## config.mk

```make
export PLATFORM = sky130hd
export DESIGN_NAME = spi_frame_master
export DESIGN_NICKNAME = d
export VERILOG_FILES = /design/src/rtl/spi_pkg.sv /design/src/rtl/spi_sclk_timer.sv /design/src/rtl/spi_frame_master.sv
export SDC_FILE = /design/constraint.sdc
export NUM_CORES = 1
export LEC_CHECK = 0
export ABC_AREA = 1
export CAP_MARGIN = 20
export CORE_MARGIN = 1.5
export CORE_UTILIZATION = 53
export DETAILED_ROUTE_END_ITERATION = 10
export MAX_ROUTING_LAYER = met4
export PLACE_DENSITY = 0.81
export SYNTH_ARGS = -nofsm -noshare
export SYNTH_HDL_FRONTEND = slang
export SYNTH_SLANG_ARGS = --single-unit
```

## constraint.sdc

```tcl
create_clock -name clock_i -period 2.3 [get_ports clock_i]
set_input_delay 0.46 -clock clock_i [delete_from_list [all_inputs] [get_ports clock_i]]
set_output_delay 0.46 -clock clock_i [all_outputs]
set_load 0.005 [all_outputs]
```

## src/rtl/spi_pkg.sv

```systemverilog
// Shared SPI definitions: frame-engine state type, SPI mode constants and
// the ADS1256 opcodes used by the routine controller.
package spi_pkg;

  typedef enum logic [2:0] {
    ST_IDLE,
    ST_WAIT_DRDY,
    ST_CS_SETUP,
    ST_SCLK_HIGH,
    ST_SCLK_LOW,
    ST_GAP,
    ST_CS_HOLD,
    ST_DONE
  } spi_frame_state_t;

  // SPI mode 1: clock idles low, data launched on the rising edge and
  // captured on the falling edge.
  localparam logic SPI_CPOL = 1'b0;
  localparam logic SPI_CPHA = 1'b1;

  // ADS1256 command opcodes.
  localparam logic [7:0] ADS_RDATA   = 8'h01;
  localparam logic [7:0] ADS_RDATAC  = 8'h03;
  localparam logic [7:0] ADS_SDATAC  = 8'h0F;
  localparam logic [7:0] ADS_SELFCAL = 8'hF0;

endpackage

```

## src/rtl/spi_sclk_timer.sv

```systemverilog
// Down-counter shared by every timed state of the frame engine. A load sets
// the phase length; expire_o is high during the last cycle of that phase.
module spi_sclk_timer #(
  parameter int CNT_W = 8
) (
  input  logic             clock_i,
  input  logic             reset_L_i,
  input  logic             load_i,
  input  logic [CNT_W-1:0] load_val_i,
  output logic             expire_o
);

  logic [CNT_W-1:0] r_cnt;

  // Load a new phase length or count the current one down to zero.
  always_ff @(posedge clock_i or negedge reset_L_i) begin
    if (!reset_L_i) begin
      r_cnt <= '0;
    end else if (load_i) begin
      r_cnt <= load_val_i;
    end else if (r_cnt != '0) begin
      r_cnt <= r_cnt - 1'b1;
    end
  end

  assign expire_o = (r_cnt == CNT_W'(1));

endmodule

```

## src/rtl/spi_frame_master.sv

```systemverilog
// SPI mode-1 frame master for the ADS1256: 1..MAX_BYTES bytes per frame,
// programmable SCLK half period, optional DRDY_L gate and an optional idle
// gap after a chosen byte.
// Optional feature macro: SPI_FRAME_DRDY_SYNC_EN (2-flop DRDY_L synchronizer).
// Pin outputs are registered from the current state, so each pin follows the
// state register by one clock; abort overrides this and idles the pins on the
// very edge that accepts it.
module spi_frame_master
  import spi_pkg::*;
#(
  parameter int MAX_BYTES = 4,
  parameter int DIV_W     = 8,
  parameter int GAP_W     = 8,
  parameter int BCNT_W    = $clog2(MAX_BYTES) + 1
) (
  input  logic                   clock_i,
  input  logic                   reset_L_i,
  input  logic                   start_i,
  input  logic                   abort_i,
  input  logic [BCNT_W-1:0]      n_bytes_i,
  input  logic [8*MAX_BYTES-1:0] tx_data_i,
  input  logic [DIV_W-1:0]       half_period_i,
  input  logic [BCNT_W-1:0]      gap_after_i,
  input  logic [GAP_W-1:0]       gap_cycles_i,
  input  logic                   wait_drdy_i,
  output logic                   busy_o,
  output logic                   done_o,
  output logic [8*MAX_BYTES-1:0] rx_data_o,
  input  logic                   MISO_i,
  input  logic                   DRDY_L_i,
  output logic                   MOSI_o,
  output logic                   SCLK_o,
  output logic                   CS_L_o
);

  localparam int CNT_W = (DIV_W > GAP_W) ? DIV_W : GAP_W;
  localparam int FW    = 8 * MAX_BYTES;

  spi_frame_state_t r_state, w_state_next;

  logic [BCNT_W-1:0] r_n, r_gap_after, r_byte;
  logic [2:0]        r_bit;
  logic [DIV_W-1:0]  r_h;
  logic [GAP_W-1:0]  r_g;
  logic [FW-1:0]     r_tx, r_rx;
  logic              r_sclk, r_cs_l, r_mosi, r_busy, r_done;

  logic              w_load, w_expire, w_accept, w_abort, w_drdy_l, w_bit_end;
  logic [CNT_W-1:0]  w_load_val;
  logic [BCNT_W-1:0] w_n_in, w_byte_inc;
  logic [DIV_W-1:0]  w_h_in;

  assign w_n_in     = (n_bytes_i > BCNT_W'(MAX_BYTES)) ? BCNT_W'(MAX_BYTES) : n_bytes_i;
  assign w_h_in     = (half_period_i == '0) ? DIV_W'(1) : half_period_i;
  assign w_byte_inc = r_byte + 1'b1;
  assign w_accept   = (r_state == ST_IDLE) && start_i;
  assign w_abort    = (r_state != ST_IDLE) && abort_i;
  assign w_bit_end  = (r_state == ST_SCLK_LOW) && w_expire && !w_abort;

`ifdef SPI_FRAME_DRDY_SYNC_EN
  logic [1:0] r_drdy_sync;

  // Two-flop synchronizer for the asynchronous DRDY_L pin (idles high).
  always_ff @(posedge clock_i or negedge reset_L_i) begin
    if (!reset_L_i) begin
      r_drdy_sync <= 2'b11;
    end else begin
      r_drdy_sync <= {r_drdy_sync[0], DRDY_L_i};
    end
  end

  assign w_drdy_l = r_drdy_sync[1];
`else
  assign w_drdy_l = DRDY_L_i;
`endif

  spi_sclk_timer #(
    .CNT_W(CNT_W)
  ) u_timer (
    .clock_i   (clock_i),
    .reset_L_i (reset_L_i),
    .load_i    (w_load),
    .load_val_i(w_load_val),
    .expire_o  (w_expire)
  );

  // State register.
  always_ff @(posedge clock_i or negedge reset_L_i) begin
    if (!reset_L_i) begin
      r_state <= ST_IDLE;
    end else begin
      r_state <= w_state_next;
    end
  end

  // Next-state logic and timer reloads; every timed state loads its length
  // on the edge that enters it.
  always_comb begin
    w_state_next = r_state;
    w_load       = 1'b0;
    w_load_val   = CNT_W'(r_h);
    case (r_state)
      ST_IDLE: begin
        if (start_i) begin
          if (w_n_in == '0) begin
            w_state_next = ST_DONE;
          end else if (wait_drdy_i) begin
            w_state_next = ST_WAIT_DRDY;
          end else begin
            w_state_next = ST_CS_SETUP;
            w_load       = 1'b1;
            w_load_val   = CNT_W'(w_h_in);
          end
        end
      end
      ST_WAIT_DRDY: begin
        if (!w_drdy_l) begin
          w_state_next = ST_CS_SETUP;
          w_load       = 1'b1;
        end
      end
      ST_CS_SETUP, ST_GAP: begin
        if (w_expire) begin
          w_state_next = ST_SCLK_HIGH;
          w_load       = 1'b1;
        end
      end
      ST_SCLK_HIGH: begin
        if (w_expire) begin
          w_state_next = ST_SCLK_LOW;
          w_load       = 1'b1;
        end
      end
      ST_SCLK_LOW: begin
        if (w_expire) begin
          w_load = 1'b1;
          if (r_bit == 3'd7 && w_byte_inc == r_n) begin
            w_state_next = ST_CS_HOLD;
          end else if (r_bit == 3'd7 && w_byte_inc == r_gap_after && r_g != '0) begin
            w_state_next = ST_GAP;
            w_load_val   = CNT_W'(r_g);
          end else begin
            w_state_next = ST_SCLK_HIGH;
          end
        end
      end
      ST_CS_HOLD: begin
        if (w_expire) begin
          w_state_next = ST_DONE;
        end
      end
      ST_DONE: begin
        w_state_next = ST_IDLE;
      end
      default: begin
        w_state_next = ST_IDLE;
      end
    endcase
    if (w_abort) begin
      w_state_next = ST_IDLE;
      w_load       = 1'b0;
    end
  end

  // Pin and status registers; SCLK edges are detected from r_sclk so MOSI
  // launches on the rising edge and MISO is captured on the falling edge.
  always_ff @(posedge clock_i or negedge reset_L_i) begin
    if (!reset_L_i) begin
      r_cs_l <= 1'b1;
      r_sclk <= SPI_CPOL;
      r_mosi <= 1'b0;
      r_busy <= 1'b0;
      r_done <= 1'b0;
      r_rx   <= '0;
    end else if (w_abort) begin
      r_cs_l <= 1'b1;
      r_sclk <= SPI_CPOL;
      r_busy <= 1'b0;
      r_done <= 1'b0;
    end else begin
      r_cs_l <= !(r_state inside {ST_CS_SETUP, ST_SCLK_HIGH, ST_SCLK_LOW, ST_GAP, ST_CS_HOLD});
      r_sclk <= SPI_CPOL ^ (r_state == ST_SCLK_HIGH);
      r_done <= (r_state == ST_DONE);
      if (w_accept) begin
        r_busy <= 1'b1;
      end else if (r_state == ST_DONE) begin
        r_busy <= 1'b0;
      end
      if (r_state == ST_SCLK_HIGH && !r_sclk) begin
        r_mosi <= r_tx[FW-1];
      end
      if (w_accept) begin
        r_rx <= '0;
      end else if (r_state == ST_SCLK_LOW && r_sclk) begin
        r_rx <= {r_rx[FW-2:0], MISO_i};
      end
    end
  end

  // Frame parameters captured at start, plus the bit/byte position counters.
  always_ff @(posedge clock_i or negedge reset_L_i) begin
    if (!reset_L_i) begin
      r_n         <= '0;
      r_gap_after <= '0;
      r_byte      <= '0;
      r_bit       <= '0;
      r_h         <= DIV_W'(1);
      r_g         <= '0;
      r_tx        <= '0;
    end else if (w_accept) begin
      r_n         <= w_n_in;
      r_gap_after <= gap_after_i;
      r_byte      <= '0;
      r_bit       <= '0;
      r_h         <= w_h_in;
      r_g         <= gap_cycles_i;
      r_tx        <= tx_data_i;
    end else if (w_bit_end) begin
      r_bit <= r_bit + 3'd1;
      r_tx  <= {r_tx[FW-2:0], 1'b0};
      if (r_bit == 3'd7) begin
        r_byte <= w_byte_inc;
      end
    end
  end

  assign busy_o    = r_busy;
  assign done_o    = r_done;
  assign rx_data_o = r_rx;
  assign MOSI_o    = r_mosi;
  assign SCLK_o    = r_sclk;
  assign CS_L_o    = r_cs_l;

endmodule

```

After elaboration in Yosys (flattened, before gate mapping) --
Cells that the tools add are included.
Cells by class: add/subtract/negate cells 3, $lt $le $gt $ge 1, equal/unequal tests 17, mux-type cells 45, bitwise operators 1, reduce and logical (&&, ||, !) cells 30
Operator list (count):
- 32-bit two-way mux | 4
- 8-bit two-way mux | 9
- 3-bit two-way mux | 16
- 3-bit case mux with 7 select lines | 1
- 3-bit != test, second input constant | 6
- 8-bit case mux with 2 select lines | 1
- 8-bit nonzero test | 2
- 3-bit equality test, second input constant | 5
- 1-bit two-way mux | 12
- 1-bit logical AND | 9
- 8-bit by 1-bit equality test with 1-bit output, second input constant | 1
- 8-bit logical NOT | 1
- 2-bit nonzero test | 4
- 8-bit by 1-bit subtractor with 8-bit output, second input constant | 1
- 3-bit by 1-bit adder with 3-bit output, second input constant | 2
- 3-bit by 2-bit equality test with 1-bit output, second input constant | 2
- 3-bit equality test | 2
- 3-bit logical NOT | 2
- 2-bit AND reduction | 3
- 6-bit AND reduction | 1
- 3-bit nonzero test | 2
- 5-bit nonzero test | 1
- 4-bit OR reduction | 1
- 3-bit by 1-bit equality test with 1-bit output, second input constant | 1
- 6 further kinds | 8
Storage, ports and cells: register bits after elaboration 108, input port bits 61, output and inout port bits 37, word-level logic and storage cells 112

Longest topological paths before layout --
word-level depth 9, mapped depth 13, mapped depth without buffers 13

Hierarchy --
A second synthesis with hierarchy kept.
Second synthesis, totals: cell total of the unflattened synthesis 664, area total of the unflattened synthesis 5430.2 um^2
Modules (own cells, without submodules):
- spi_frame_master | times used 1, cells each 584, area each 4802.1 um^2, seq. area each 2504.9 um^2
- spi_sclk_timer | times used 1, cells each 80, area each 628.1 um^2, seq. area each 200.2 um^2

Least setup slack after synthesis --
Ideal clock, no wire load.
path type reg-to-reg, start point register r_byte[0], end point register u_timer.r_cnt[2], arrival time 1679 ps, slack 544 ps, stages on the path, launching flop included 13, period minus slack after synthesis 1756 ps, path through dfrtp_1 -> ha_1 -> inv_1 -> nand2_1 -> nand3_1 -> nor2_1 -> nand2_1 -> nor2_2 -> nand2_2 -> buf_6 -> a21oi_1 -> o21ai_1 -> a21oi_1
Between the ends: word-level cells in the longest chain between the ends 9, elaborated cells on any way between the ends 11
Ends and longest elaborated chain:
- start: declaration | line spi_frame_master.sv:41 | logic [BCNT_W-1:0] r_n, r_gap_after, r_byte;
- start signal: assignment | line spi_frame_master.sv:222 | r_byte <= w_byte_inc;
- 3-bit by 1-bit adder with 3-bit output * | line spi_frame_master.sv:55 | assign w_byte_inc = r_byte + 1'b1;
- 3-bit equality test | line spi_frame_master.sv:139 | end else if (r_bit == 3'd7 && w_byte_inc == r_gap_after && r_g != '0) begin
- 1-bit logical AND (2 in a row) | line spi_frame_master.sv:139
- 8-bit two-way mux | line spi_frame_master.sv:139
- 8-bit two-way mux * | line spi_frame_master.sv:137 | if (r_bit == 3'd7 && w_byte_inc == r_n) begin
- 8-bit two-way mux * | line spi_frame_master.sv:135 | if (w_expire) begin
- 8-bit case mux with 2 select lines * | line spi_frame_master.sv:102 | case (r_state)
- 8-bit two-way mux * | line spi_sclk_timer.sv:19 | end else if (load_i) begin
- end signal: assignment | line spi_sclk_timer.sv:20 | r_cnt <= load_val_i;
- end signal: assignment | line spi_sclk_timer.sv:22 | r_cnt <= r_cnt - 1'b1;
- end: declaration | line spi_sclk_timer.sv:13 | logic [CNT_W-1:0] r_cnt;
Mark *: on every way between the ends. The rest lies on a longest branch, timed or not. A chain may end at the register's enable or synchronous reset.

Worst setup path in the final report --
start point register r_byte[0], end point register u_timer.r_cnt[1]
The elaborated chain is that of the path after synthesis.

==> flow_summary.json <==
{
  "outcome": "complete, no violations",
  "numPortBuffers": 97,
  "drc_errors": 0,
  "grt_pass1_wl_um": 19700,
  "post-route-period-util_pct": 92.0,
  "area_growth_pct": 25.3,
  "worstPathRequired_ns": 2.57,
  "final.setup.tns_ns": 0,
  "antenna_found_initial": 0,
  "netlist_area_mm2": 0.00527,
  "cap_viol_max_count": 0,
  "grtUsageTotal_pct": 24.6,
  "syn_nets": 667,
  "fin_cells": 836,
  "wire_per_inst_um": 13.8,
  "synth.top_cell.area_share_pct": 50.3,
  "power.density_mw_per_mm2": 967,
  "via_count": 4366,
  "finalPower_mw": 6.39,
  "drt_iter0_markers": 243,
  "die_y_um": 103,
  "cp-start-kind": "register",
  "peakVddDrop_mv": 0.452,
  "clkPwrFrac_pct": 19.7,
  "slowest_stage": "dfrtp_1",
  "drive_gt1_share_pct": 10.1,
  "drt_pass1_iterations": 5,
  "relSlewSlack_pct": 64.8,
  "cts_setup_buffers": 0,
  "rsz0062_at_grt": "no",
  "synth-edff-count": 0,
  "hpwl_um": 8590,
  "row_count": 36,
  "die_x_um": 103,
  "internal-power_mw": 4.03,
  "via_per_inst": 5.22,
  "clockBufferDepth": 2,
  "finalHoldViolCount": 0,
  "netlist_top_cells_count": "nand2_1, dfrtp_1, inv_1",
  "gp_congestion": 0.922,
  "crit_arrival_ns": 2.38,
  "r2r_cells": 12,
  "comb_power_share_pct": 37.0,
  "cp_common_cell": "nand2_1",
  "core_mm2": 0.00973,
  "crit_path_end_kind": "register",
  "numClockSinks": 108,
  "switchingPower_mw": 2.37,
  "grt.overflow.total": 0,
  "synth_area_leaders": "dfrtp_1, nand2_1, inv_1, o221ai_2, nand3_1",
  "fin_nets": 767,
  "yosysMostFrequentCell": "nand2_1",
  "synthCells": 600,
  "grt_start_max_net_pins": 45,
  "setup_viol": 0,
  "ys.flop_type": "dfrtp_1",
  "finClkSkew_ns": 0.0126,
  "p_seq_share_pct": 43.3,
  "switching_share_pct": 37.0,
  "ys_types": 38,
  "drv_slew": 0,
  "dp_cells": 822,
  "routed_wl_um": 11500,
  "clockRootBuffer": "clkbuf_8",
  "synth_top_area_cell": "dfrtp_1",
  "final.min_clock_period_ns": 2.12,
  "htree_levels": 3,
  "fmax_mhz": 472,
  "yosys_warnings": 0,
  "tightest_slew_ns": 0.528,
  "yosys_register_bits": 108,
  "ys_seq_area_share_pct": 51.3,
  "clk_latency_ns": 0.37,
  "die-area_mm2": 0.0106,
  "worstHoldPathType": "in -> async",
  "synth-async-reset-ratio_pct": 100,
  "critPathMaxStageDelay_ns": 0.45,
  "crit_type": "reg -> reg",
  "antenna_cells": 0,
  "p_leak_nw": 3.03,
  "path_max_fanout": 15,
  "ant_nets": 0,
  "grt_pass1_vias": 4227,
  "crit_chain": "ha_1, inv_1, nand2_1, nand3_1, nor2_1, nand2_1, nor2_2, nand2_2, o21ai_0, nand2_1, nand2_1, nand2_1",
  "cts_tree": "done",
  "floorplan.initialDensity_pct": 54.2,
  "cts_made_buffers": 9,
  "io_pins": 98,
  "syn-mean-instance-area_um2": 8.79,
  "cts.reportedPaths.clkPinSlew_ns": 0.10
}
[power by group through the flow]
stage,combinational [mW],sequential [mW],clock [mW]
3_3_place_gp,2.27,2.78,0
6_report,2.37,2.77,1.26
2_1_floorplan,1.78,2.73,0
4_1_cts,2.38,2.77,1.27
3_5_place_dp,2.36,2.81,0
5_1_grt,2.68,2.83,1.35
[registers in the layout, summed over array words and instances (netlist names)]
name,flops
busy_o,1
r_bit,3
MOSI_o,1
r_byte,3
r_h,8
r_tx,32
r_g,8
r_n,3
done_o,1
r_state,3
r_gap_after,3
CS_L_o,1
SCLK_o,1
u_timer.r_cnt,8
rx_data_o,32
[metal layers]
metal | vias to the layer above | global-route usage [%] | share of wire [%]
li1 | 2155 | - | -
met1 | 2044 | 32.6 | 44
met2 | 147 | 39.8 | 49
met3 | 20 | 4.34 | 6.0
met4 | 0 | 6.03 | 1.2
met5 | - | - | 0
[cell families (layout without fill, tap and decap cells)]
logic type               after synthesis  in the layout  synth area share [%]
flip-flops                           108            108                  51.3
AND/OR/NAND/NOR                      228            228                  18.8
buffers and inverters                123            226                  9.94
adder cells (fa/ha/maj)                6              6                  1.42
XOR/XNOR                               9              9                  1.49
AO/OA/AOI/OAI                        126            126                  17.1
[path summary, 6_finish.rpt]
kind,from,to,slack [ns]
max,r_byte[0],u_timer.r_cnt[1],0.18
min reg2reg,r_tx[27],r_tx[28],0.49
max reg2reg,r_byte[0],u_timer.r_cnt[1],0.18
min,reset_L_i,r_h[5],0.05
min in group clock_i,r_tx[27],r_tx[28],0.49
max in group asynchronous,reset_L_i,rx_data_o[13],1.59
[stage by stage]
stage | hold slack, ns | instance area [um^2] | worst slack (ns) | util, %
floorplan | 0.164 | 5270 | 0.544 | -
detailed placement | 0.477 | 6400 | 0.0643 | 65.8
finish | 0.0532 | 6610 | 0.183 | 67.9
global route | 0.0917 | 6610 | 0.0155 | 67.9
CTS | 0.0696 | 6610 | 0.220 | 67.9
global placement | 0.459 | 6400 | 0.143 | 65.8
[repair_timing]
item / CTS / global route
hold buffers: 0 / 0
endpoints found under the setup margin: 0 / 1
gates resized for setup: 0 / 1
[placed cells by master (no fill, tap or decap), types with 3 or more instances in the layout]
cell type,instances
xnor2_1,6
o221ai_1,9
xor2_1,3
inv_2,5
inv_1,91
o221ai_2,13
o21ai_1,7
nand2_2,4
inv_4,3
nand2_1,131
ha_1,6
buf_4,13
nor3_1,10
o211ai_2,4
o21ai_0,31
o31ai_1,6
a21oi_2,3
dfrtp_1,106
clkbuf_8,9
nor2_1,40
nand3_1,33
o211ai_1,5
o22ai_1,19
a21oi_1,25
clkdlybuf4s50_1,96
[critical path, delay by kind of cell, from the launching register on]
| family | cells | cell delay (ns) |
|---|---|---|
| AOI/OAI and AO/OA | 1 | 0.28 |
| adders and majority gates | 1 | 0.37 |
| buffers and inverters | 1 | 0.07 |
| DFF | 1 | 0.45 |
| and+or+nand+nor | 9 | 0.85 |
[final cells by class]
type / count / area [um^2]
timing repair buffer: 111 / 1100
fill: 811 / 3120
tap: 133 / 166
sequential: 108 / 2710
multi-input combinational: 369 / 2040
inverter: 101 / 387
clock inverter: 5 / 85.1
clock buffer: 9 / 124
No activity file was read; power rests on OpenSTA's default activity.
